==> config.mk <==
export PLATFORM = sky130hd
export DESIGN_NAME = axrm_div16x8
export DESIGN_NICKNAME = d
export VERILOG_FILES = /design/src/rtl/axrm_div16x8.sv
export SDC_FILE = /design/constraint.sdc
export NUM_CORES = 1
export LEC_CHECK = 0
export ABC_CLOCK_PERIOD_IN_PS = 2400
export CAP_MARGIN = 15
export CORE_MARGIN = 2
export CORE_UTILIZATION = 50
export DETAILED_ROUTE_END_ITERATION = 6
export PLACE_DENSITY = 0.8
export SYNTH_ARGS = -nofsm -noshare
export SYNTH_HDL_FRONTEND = slang
export SYNTH_SLANG_ARGS = --single-unit
==> constraint.sdc <==
create_clock -name clk -period 2.4 [get_ports clk]
set_input_delay 0.48 -clock clk [delete_from_list [all_inputs] [get_ports clk]]
set_output_delay 0.48 -clock clk [all_outputs]
set_load 0.01 [all_outputs]
==> src/rtl/axrm_div16x8.sv <==
// ---------------------------------------------------------------------------
// axrm_div16x8 -- sequential restoring divider, 16-bit dividend / 8-bit divisor
//
// Recovers the unknown operand (and remainder) from a product of the 8x8
// recursive multipliers. One quotient bit is produced per cycle, MSB first.
//
// Ports
//   clk, rst_n          rising-edge clock, asynchronous active-low reset
//   in_valid/in_ready   operand handshake; in_ready is high only in IDLE
//   product, b          dividend and divisor
//   out_valid/out_ready result handshake; result held until accepted
//   quotient, remainder product / b, product mod b
//   div_by_zero         result came from b == 0 (quotient=FFFF, rem=product[7:0])
//
// Build option
//   AXRM_DIV_APPROX_EN  drop product[1:0] at accept and divide product[15:2]
//                       in 14 iterations; quotient is returned shifted left by 2.
// ---------------------------------------------------------------------------
module axrm_div16x8 (
    input  logic        clk,
    input  logic        rst_n,
    input  logic        in_valid,
    output logic        in_ready,
    input  logic [15:0] product,
    input  logic [7:0]  b,
    output logic        out_valid,
    input  logic        out_ready,
    output logic [15:0] quotient,
    output logic [7:0]  remainder,
    output logic        div_by_zero
);

`ifdef AXRM_DIV_APPROX_EN
    localparam int ITERS = 14;
`else
    localparam int ITERS = 16;
`endif
    localparam logic [4:0] LAST = 5'(ITERS - 1);

    typedef enum logic [1:0] {IDLE, BUSY, DONE} state_t;

    state_t      state;
    logic [15:0] q_reg;   // dividend bits shift out the top, quotient bits in at the bottom
    logic [7:0]  d_reg;
    logic [7:0]  r;       // partial remainder; always < d_reg, so its 9th bit is always 0
    logic [4:0]  cnt;

    // One restoring step. t keeps all 9 bits for the compare; the difference
    // is known to be < d_reg when taken, so 8-bit modular subtraction is exact.
    logic [8:0]  t;
    logic        ge;
    logic [7:0]  t_sub;
    logic [15:0] q_shift;

    assign t       = {r, q_reg[15]};
    assign ge      = (t >= {1'b0, d_reg});
    assign t_sub   = t[7:0] - d_reg;
    assign q_shift = {q_reg[14:0], ge};

    assign quotient  = q_reg;
    assign remainder = r;

    always_ff @(posedge clk or negedge rst_n) begin
        if (!rst_n) begin
            state       <= IDLE;
            q_reg       <= '0;
            d_reg       <= '0;
            r           <= '0;
            cnt         <= '0;
            in_ready    <= 1'b0;
            out_valid   <= 1'b0;
            div_by_zero <= 1'b0;
        end else begin
            case (state)
                IDLE: begin
                    in_ready <= 1'b1;
                    if (in_valid && in_ready) begin
                        in_ready <= 1'b0;
                        d_reg    <= b;
                        cnt      <= '0;
                        if (b == 8'd0) begin
                            q_reg       <= 16'hFFFF;
                            r           <= product[7:0];
                            div_by_zero <= 1'b1;
                            out_valid   <= 1'b1;
                            state       <= DONE;
                        end else begin
`ifdef AXRM_DIV_APPROX_EN
                            // Top-align the 14 kept bits so the MSB-first loop sees them first.
                            q_reg <= {product[15:2], 2'b00};
`else
                            q_reg <= product;
`endif
                            r           <= '0;
                            div_by_zero <= 1'b0;
                            state       <= BUSY;
                        end
                    end
                end
                BUSY: begin
                    r   <= ge ? t_sub : t[7:0];
                    cnt <= cnt + 5'd1;
                    if (cnt == LAST) begin
`ifdef AXRM_DIV_APPROX_EN
                        // Low 14 bits are the quotient; scale back by 4.
                        q_reg <= {q_reg[12:0], ge, 2'b00};
`else
                        q_reg <= q_shift;
`endif
                        out_valid <= 1'b1;
                        state     <= DONE;
                    end else begin
                        q_reg <= q_shift;
                    end
                end
                DONE: begin
                    if (out_ready) begin
                        out_valid <= 1'b0;
                        in_ready  <= 1'b1;
                        state     <= IDLE;
                    end
                end
                default: state <= IDLE;
            endcase
        end
    end

endmodule

======== After elaboration in Yosys (flattened, before gate mapping) ========
Cells that the tools add are included.
word-level totals
  bits of input ports ..................... 28
  output and inout port bits .............. 27
  register bits after elaboration ......... 42
  logic and storage cells ................. 52
operators by class
  add/sub/neg operators ................... 2
  muxes and demuxes ....................... 23
  eq/ne operators ......................... 7
  $lt $le $gt $ge ......................... 1
  reduce and logical (&&, ||, !) cells .... 11
operator list
  operator                                        number
  two-way mux 16 bit                              2
  case mux 16 bit (2 select lines)                1
  two-way mux 8 bit                               3
  case mux 8 bit (2 select lines)                 1
  case mux 5 bit (2 select lines)                 1
  greater-or-equal comparator 9 x 8 -> 1 bit      1
  logical NOT 8 bit                               1
  two-way mux 2 bit                               4
  != test 2 bit (second input constant)           4
  subtractor 8 bit                                1
  two-way mux 1 bit                               7
  case mux 2 bit (3 select lines)                 1
  AND reduction 2 bit                             3
  adder 5 x 1 -> 5 bit (second input constant)    1
  == test 5 x 4 -> 1 bit (second input constant)  1
  two-way mux 5 bit                               1
  AND reduction 5 bit                             1
  nonzero test 2 bit                              2
  case mux 1 bit (3 select lines)                 1
  AND reduction 3 bit                             1
  nonzero test 3 bit                              1
  == test 2 x 1 -> 1 bit (second input constant)  1
  == test 2 bit (second input constant)           1
  logical NOT 2 bit                               1
  2 further kinds                                 2

======== Longest topological paths before layout ========
Gate-level depths: netlist (run 1).
  word-level depth ........................ 4
  mapped depth ............................ 9

======== Worst setup path after synthesis (run 1) ========
OpenSTA, ideal clock, no wires.
  path type ............................... register -> register
  from .................................... register r[5] (netlist: remainder[5])
  to ...................................... register r[2] (netlist: remainder[2])
  period minus slack after synthesis ...... 2.085 ns
  buffers on the path ..................... 1
  setup slack ............................. 0.315 ns
  arrival time ............................ 1.966 ns
  required time ........................... 2.280 ns
  stages on the path, launching flop included .. 8
  path through ............................ dfrtp_1 ha_1 a21oi_1 o21ai_1 a211o_1 buf_2 or3_1 a31o_1
between the ends
  cells in the longest elaborated chain, start to end .. 3
RTL lines
  what                                        RTL line  source
  from (decl)                                 45        logic [7:0] r;
  from (signal assigned)                      83        r <= product[7:0];
  from (signal assigned)                      101       r <= ge ? t_sub : t[7:0];
  greater-or-equal comparator 9 x 8 -> 1 bit  56        assign ge = (t >= {1'b0, d_reg});
  two-way mux 8 bit                           101
  case mux 8 bit (2 select lines)             74        case (state)
No other way between the ends.
A chain may end at the register's enable or synchronous reset.

======== Final worst setup path (run 1) ========
  from .................................... register r[2] (netlist: remainder[2])
  to ...................................... register r[4] (netlist: remainder[4])
between the ends
  cells in the longest elaborated chain, start to end .. 3
  elaborated cells on any way between the ends .. 4
RTL lines
  what                                                                            RTL line
  subtractor 8 bit or greater-or-equal comparator 9 x 8 -> 1 bit (tied branches)  57, 56
  two-way mux 8 bit (*)                                                           101
  case mux 8 bit (2 select lines) (*)                                             74
Every way passes the cells marked *; elsewhere a longest branch is shown, timed or not.

==> flow_summary.ini, run 1 <==
[run_status]
status = complete, no violations

[grt]
grt_max_degree = 43
grt_pass1_wl_mm = 9.991
grt_usage_pct = 24.50
gr-total-overflow = 0
grt_pass1_vias = 2106
antenna_found_initial = 0

[worst_hold_path]
hold_class = in -> async

[place]
dp_cells = 356
io_buffers = 54
dp_hpwl_mm = 4.318
place.gp.congestion = 0.8480
place_ws_ps = 15.06
dpl_cell_area_sq_um = 2954

[sta]
holdWs_ps = 243.9
setup-tns-final_ps = 0
fmax_mhz = 451.5
max-slew-margin-rel_pct = 54.50
finalSetupViolations = 0
worst_pin_slew_ps = 680.0
layout_min_cycle_time_ps = 2215
fin_skew_ps = 4.774
drv_slew = 0
finalCritPeriodShare_pct = 92.28
hold_viol = 0
worst_slack_ps = 185.3
rsz0062_at_grt = no

[synthesis]
async_reset_ff_share_pct = 100.0
syn-cell-area_sq_um = 2327
synthSimpleGateAreaFrac_pct = 16.13
synth_mux_area_share_pct = 0.4301
synthXorXnorAreaFrac_pct = 1.129
synth.net_count = 292
synth_cell_types = 47
yosys.area_share.adder_pct = 6.237
postSynthAreaPerCell_sq_um = 9.199
synth_edf_count = 0
synthCells = 253
ys_ff_latch = 42
synth_compound_area_share_pct = 26.72
synth_top_family_by_area = compound AO/OA/AOI/OAI gates
synth_ff_type = dfrtp_1
ys_warn_count = 0
yosysSeqAreaShare_pct = 45.16

[pwr]
ir_worst_vdd_v = 0.0006826
finalPower_mw = 4.859
powerDensity_nw_per_um2 = 1586
p_leak_nw = 1.320

[critical_path]
end_kind = flip-flop
path_max_fanout = 10
critPathKind = reg -> reg
cp-start-kind = flip-flop
crit_arrival_ps = 2400
worstPathRequired_ps = 2590

[final_layout]
design_area_sq_um = 3064
utilization_pct = 69.42
antenna_cells = 0
syn_to_final_growth_pct = 31.67
stdcell_count = 364
final_nets = 350
drive_above_1_share_pct = 9.295
largest_reg_flops = 16

[detailed_routing]
viasPerCell = 5.863
route.detailed.drc = 0
first_iter_violations = 205
vias = 2134
drt-total-wl_mm = 5.883
dr.pass1.iters = 4
postRouteAntennaNets = 0
wl_per_cell_um = 16.16

[floorplan]
core-area_sq_um = 4414
rows = 24
die_w_um = 72.23
io_pins = 55
die_area_sq_um = 5216
start_util_pct = 52.72
die_y_um = 72.23

[clocking]
cts_inserted_buffers = 5
clkSlewWorstSetupHoldPaths_ps = 80
cts_tree = done
hold_buffers = 0
h-tree-depth = 2
cts.sinks = 42
post_cts_resized = 0
post_cts_buffers = 0
root_buffer = clkbuf_8
clk_path_buf_depth = 2
insertion_delay_ps = 300

[job]
max_cap_viol_count = 0
==> cell usage after synthesis, drive strengths merged (2+ instances only) <==
cell    number  area [sq um]
a31o         2         17.52
o211ai       2         15.01
a221oi       2         17.52
nor2b        2         12.51
a22oi       10         75.07
a31oi        4         25.02
nor3         2         21.27
nand3        6         30.03
xnor2        2         17.52
or4          2         22.52
and3         2         12.51
a21oi        9         48.80
clkbuf       8         30.03
inv         13         48.80
ha          10         125.1
a211oi       3         22.52
o41ai        2         17.52
nand4        2         12.51
o311a        2         20.02
nand2b       3         18.77
buf          4         18.76
dfrtp       42          1051
a21o         4         31.28
nor2        10         37.54
nand3b       2         15.01
a221o        4         43.79
nor3b        2         15.01
o21ai       39         195.2
nand2       37         141.4
or3          3         18.77
o22ai        9         56.30
==> final cells by class <==
class / instances / area, sq um
Inverter: 13 / 48.80
Timing Repair Buffer: 63 / 603.1
Fill cell: 368 / 1350
Clock buffer: 6 / 72.57
Clock inverter: 2 / 37.54
Multi-Input combinational cell: 186 / 1186
Tap cell: 52 / 65.06
Sequential cell: 42 / 1051
==> path summary, 6_finish.rpt <==
check                        startpoint            to  slack (ps)  cells after the start
setup / recovery           remainder[2]  remainder[4]         190                      6
hold / removal                    rst_n      d_reg[4]         240                      2
setup reg to reg           remainder[2]  remainder[4]         190                      6
hold reg to reg                d_reg[0]      d_reg[0]         490                      2
max in group asynchronous         rst_n  quotient[12]        1790                      2
min in group clk               d_reg[0]      d_reg[0]         490                      2
==> critical path, stage by stage, from the launching register on <==
cell and delay [ps]:
dfrtp_1 430, ha_1 380, a21o_1 180, a21oi_1 310, a21oi_2 210, or3_1 380
a31o_1 220
==> report_power, final <==
part | switching [mW] | internal, mW
Sequential | 0.301 | 1.06
Combinational | 1.54 | 1.40
Clock | 0.249 | 0.310
==> routing by layer <==
metal | wire [um] | GRT usage (%) | vias up
met4 | 68 | 5.660 | 0
li1 | - | - | 1046
met3 | 343 | 6.389 | 6
met1 | 2692 | 33.18 | 1017
met5 | 0 | 0 | -
met2 | 2779 | 39.65 | 65
==> cell usage in the layout, fill, tap and decap left out, types with 3 or more instances in the layout <==
cell,n
o22ai_1,9
a31oi_1,4
or3_1,3
a21o_1,3
buf_4,9
nand2b_1,3
inv_1,13
ha_1,10
nand2_1,36
clkbuf_8,5
a211oi_1,3
nand3_1,6
clkdlybuf4s50_1,53
nor2_1,10
a22oi_1,10
dfrtp_1,42
a21oi_1,8
o21ai_0,37
a221o_2,3
==> cell families (layout without fill, tap and decap cells) <==
family,Yosys count,after routing
adder cells (fa/ha/maj),11,11
AND/OR/NAND/NOR,75,75
flip-flops,42,42
XOR/XNOR,3,3
buffers and inverters,25,84
multiplexers,1,1
AO/OA/AOI/OAI,96,96
Power figures use the tool's default switching activity.
==> inputs of run 2 (changes only) <==
--- a/config.mk
+++ b/config.mk
@@ -10,5 +10,4 @@
 export CORE_MARGIN = 2
-export CORE_UTILIZATION = 50
+export CORE_UTILIZATION = 32
 export DETAILED_ROUTE_END_ITERATION = 6
-export PLACE_DENSITY = 0.8
 export SYNTH_ARGS = -nofsm -noshare
--- a/constraint.sdc
+++ b/constraint.sdc
@@ -3,2 +3,2 @@
 set_output_delay 0.48 -clock clk [all_outputs]
-set_load 0.01 [all_outputs]
+set_load 0.02 [all_outputs]
==> run 2 against run 1 <==
Net effect: routed wire length grew 1.4%; first-iteration DRC count is 40% lower; critical path type unchanged; combinational power grew 4%; non-clock buffer count unchanged; power rose by 0.16%; sequential cell count is the same; maximum frequency is 1.7% higher.
==> flow_summary.ini, run 2 (same netlist as run 1, synthesis figures left out) <==
[worst_hold_path]
hold_class = in -> async

[pwr]
powerDensity_nw_per_um2 = 1568
intPower_mw = 2.654
sequentialPowerShare_pct = 27.9
p_sw_mw = 2.212
clockPowerShare_pct = 9.1
switching_share_pct = 45.46
ir_worst_vdd_v = 0.0005543
power_frac_comb_pct = 63.0
p_leak_nw = 1.317

[final_layout]
design_area_sq_um = 3104
final_common_cell = clkdlybuf4s50_1
stdcell_count = 410
antenna_cells = 0
final_nets = 350
drive_above_1_share_pct = 9.325
largest_reg_flops = 16
syn_to_final_growth_pct = 33.39
final_cell_mix = 53 x clkdlybuf4s50_1, 42 x dfrtp_1, 37 x o21ai_0

[detailed_routing]
postRouteAntennaNets = 0
dr.pass1.iters = 4
first_iter_violations = 124
wl_per_cell_um = 14.55
drt-total-wl_mm = 5.964
vias = 2102
viasPerCell = 5.127
route.detailed.drc = 0

[sta]
layout_min_cycle_time_ps = 2177
holdWs_ps = 171.9
worst_pin_slew_ps = 711.7
fmax_mhz = 459.4
finalSetupViolations = 0
rsz0062_at_grt = no
drv_slew = 0
max-slew-margin-rel_pct = 52.38
hold_viol = 0
finalCritPeriodShare_pct = 90.69
setup-tns-final_ps = 0
fin_skew_ps = 7.164

[floorplan]
start_util_pct = 32.61
core-area_sq_um = 7137
die_y_um = 89.28
rows = 31
die_w_um = 89.28
io_pins = 55
die_area_sq_um = 7971

[clocking]
insertion_delay_ps = 300
cts_tree = done
clk_path_buf_depth = 2
hold_buffers = 0
clkSlewWorstSetupHoldPaths_ps = 80
post_cts_resized = 0
cts.sinks = 42
h-tree-depth = 2
post_cts_buffers = 0
cts_inserted_buffers = 5
root_buffer = clkbuf_8

[critical_path]
crit_buf_inv = 0
path_max_fanout = 10
slowest_stage = dfrtp_1
slowest_delay_ps = 430
path_cells = ha_1 > a21o_1 > a21oi_1 > a21oi_2 > or3_1 > a31o_1
worstPathRequired_ps = 2600
crit_family = compound AO/OA/AOI/OAI gates
cp-start-kind = flip-flop
crit_arrival_ps = 2370
critPathKind = reg -> reg
end_kind = flip-flop

[grt]
grt_max_degree = 24
grt_pass1_vias = 1982
grt_usage_pct = 15.82
gr-total-overflow = 0
antenna_found_initial = 0
grt_pass1_wl_mm = 9.591

[place]
dp_cells = 403
dp_hpwl_mm = 4.474
place.gp.congestion = 0.8215
io_buffers = 54
dpl_cell_area_sq_um = 3025

[run_status]
status = complete, no violations

[job]
max_cap_viol_count = 0
run 2: power by group through the flow:
stage	combinational, mW	clock (mW)	sequential, mW
detailed placement	3.07	0	1.38
finish	3.06	0.442	1.36
global route	3.41	0.489	1.41
floorplan	1.87	0	1.55
CTS	3.09	0.456	1.37
global placement	3.04	0	1.38
run 2: final timing paths:
kind / from / to / slack (ps) / cells after the start
max reg2reg: remainder[2] / remainder[2] / 220 / 6
max in group asynchronous: rst_n / quotient[11] / 1710 / 2
min in group clk: cnt[3] / cnt[3] / 490 / 1
min reg2reg: cnt[3] / cnt[3] / 490 / 1
min: rst_n / d_reg[6] / 170 / 1
max: remainder[2] / remainder[2] / 220 / 6
run 2: layout make-up:
type | count | area (sq um)
well taps | 99 | 123.9
clock inverters | 2 | 10.01
flip-flops and latches | 42 | 1051
multi-input cells | 186 | 1186
inverters | 13 | 48.80
clock buffers | 5 | 68.82
fillers | 717 | 4033
repair buffers | 63 | 615.6
run 2: per-layer routing:
layer / vias up / part of all wire [%] / GRT usage [%]
met1: 979 / 47 / 21.51
met2: 66 / 44 / 24.38
li1: 1048 / - / -
met5: - / 0 / 0
met3: 9 / 7.5 / 5.263
met4: 0 / 1.4 / 4.071
run 2: per-stage QoR:
step	util, %	power [mW]	worst slack [ps]
2_1_floorplan	-	3.416	259.1
3_3_place_gp	42.39	4.416	27.85
3_5_place_dp	42.39	4.449	-2.908
4_1_cts	43.50	4.908	214.5
5_1_grt	43.50	5.317	107.3
6_report	43.50	4.867	223.4
==> inputs of run 3 (changes only) <==
CAP_MARGIN = not set   (was 15)
CTS_CLUSTER_DIAMETER = 40   (was not set)
REMOVE_ABC_BUFFERS = 1   (was not set)
==> run 3 against run 2 <==
Net effect: clock power grew 6.6%; setup slack got worse by 72 ps; register-to-register slack worse by 70 ps; combinational power up 3%; maximum frequency down 3.2%; first-iteration DRC count fell by 15%; clock-buffer cell count stayed put; final cell count is 1.5% higher; routed wire length rose by 4.8%; power up 2.3%; global-route usage is 1.4 points higher; largest cell class unchanged.
==> flow_summary.ini, run 3 (same netlist as run 1, synthesis figures left out) <==
[run_status]
status = complete, no violations

[sta]
hold_viol = 0
drv_slew = 0
fin_skew_ps = 5.363
finalCritPeriodShare_pct = 93.71
layout_min_cycle_time_ps = 2249
fmax_mhz = 444.6
worst_slack_ps = 150.9
worst_pin_slew_ps = 505.3
rsz0062_at_grt = no
finalSetupViolations = 0
max-slew-margin-rel_pct = 66.31

[critical_path]
path_max_fanout = 10
cp-start-kind = flip-flop
slowest_delay_ps = 440
crit-reg2reg-launch = remainder[5]
end_kind = flip-flop
reg2reg_slack_ps = 150
crit_family = compound AO/OA/AOI/OAI gates
r2r_cells = 6
crit_arrival_ps = 2450
crit_buf_inv = 0
critPathKind = reg -> reg
slowest_stage = a211o_1
r2r-end = remainder[4]
path_cells = ha_1 > a21oi_1 > o21ai_1 > a211o_1 > or3_1 > a31o_1
worstPathRequired_ps = 2600

[detailed_routing]
first_iter_violations = 105
wl_per_cell_um = 15.02
top_layer = met4
dr.pass1.iters = 4
met3_wirelength_um = 408
wl_met1_mm = 2.896
postRouteAntennaNets = 0
vias = 2170
drt-total-wl_mm = 6.249
viasPerCell = 5.216
wl_met2_mm = 2.829
route.detailed.drc = 0

[clocking]
post_cts_resized = 0
hold_buffers = 0
cts_tree = done
clkSlewWorstSetupHoldPaths_ps = 90
clk_path_buf_depth = 2
root_buffer = clkbuf_8
cts_inserted_buffers = 5
h-tree-depth = 2
insertion_delay_ps = 300
cts.sinks = 42
post_cts_buffers = 0

[grt]
gr-total-overflow = 0
grt_pass1_vias = 2143
grt_usage_pct = 17.26
grt_max_degree = 29
antenna_found_initial = 0
grt_pass1_wl_mm = 10.53

[worst_hold_path]
hold_class = in -> async

[final_layout]
final_nets = 355
antenna_cells = 0
utilization_pct = 44.18
final_cell_mix = 53 x clkdlybuf4s50_1, 42 x dfrtp_1, 37 x o21ai_0
drive_above_1_share_pct = 11.04
final_common_cell = clkdlybuf4s50_1
largest_reg_flops = 16
syn_to_final_growth_pct = 35.48

[floorplan]
die_w_um = 89.28
die_area_sq_um = 7971
io_pins = 55
core-area_sq_um = 7137
start_util_pct = 32.61
die_y_um = 89.28
rows = 31

[pwr]
p_leak_nw = 1.344
powerDensity_nw_per_um2 = 1579
ir_worst_vdd_v = 0.0005149
finalPower_mw = 4.979

[job]
max_cap_viol_count = 0

[place]
place_ws_ps = 67.79
dp_hpwl_mm = 4.708
io_buffers = 54
place.gp.congestion = 0.8495
==> run 3: cell types whose count changed in the layout (fill, tap and decap cells not counted), sizes merged <==
cell / delta
buf: +5
clkinvlp: +1
==> run 3: worst reg2reg max path: cells and delay by family, from the launching register on <==
family	cells	cell delay [ps]
flops	1	430
fa+ha+maj	1	400
compound gates	4	960
simple gates	1	350
==> run 3: stage by stage <==
| stage | setup TNS (ps) | hold slack [ps] | cells | area, sq um |
|---|---|---|---|---|
| floorplan | -10590 | 184.4 | 241 | 2278 |
| global placement | 0 | 465.8 | 408 | 3063 |
| detailed placement | 0 | 469.0 | 408 | 3063 |
| CTS | 0 | 140.8 | 416 | 3153 |
| global route | 0 | 161.5 | 416 | 3153 |
| finish | 0 | 122.6 | 416 | 3153 |
==> run 3: worst max-delay path by stage <==
stage / startpoint / endpoint / slack, ps / depth (start not counted)
6_report: remainder[5] / remainder[4] / 150 / 6
5_1_grt: remainder[5] / remainder[2] / 40 / 6
4_1_cts: remainder[5] / remainder[4] / 170 / 6
2_1_floorplan: in_ready / cnt[2] / -640 / 5
3_3_place_gp: b[4] / quotient[4] / 120 / 6
3_5_place_dp: b[4] / quotient[6] / 70 / 6
==> run 3: cell type report <==
cell class | instances | area (sq um)
clock inverter | 3 | 21.27
inverter | 13 | 48.80
multi-input combinational | 186 | 1186
fill | 718 | 3984
tap | 99 | 123.9
sequential | 42 | 1051
clock buffer | 5 | 68.82
timing repair buffer | 68 | 653.1
==> run 3: power by group <==
| group | total, mW | leakage [nW] | switching (mW) | internal (mW) |
|---|---|---|---|---|
| registers | 1.35 | 0.509 | 0.295 | 1.06 |
| clock network | 0.471 | 0.0441 | 0.266 | 0.205 |
| logic | 3.15 | 0.791 | 1.71 | 1.44 |
| total | 4.98 | 1.34 | 2.27 | 2.71 |
==> run 3: metal layers <==
layer  up-vias  GRT usage [%]
li1       1059              -
met1      1022          24.15
met2        77          26.60
met3        12          3.324
met4         0          6.377
met5         -              0
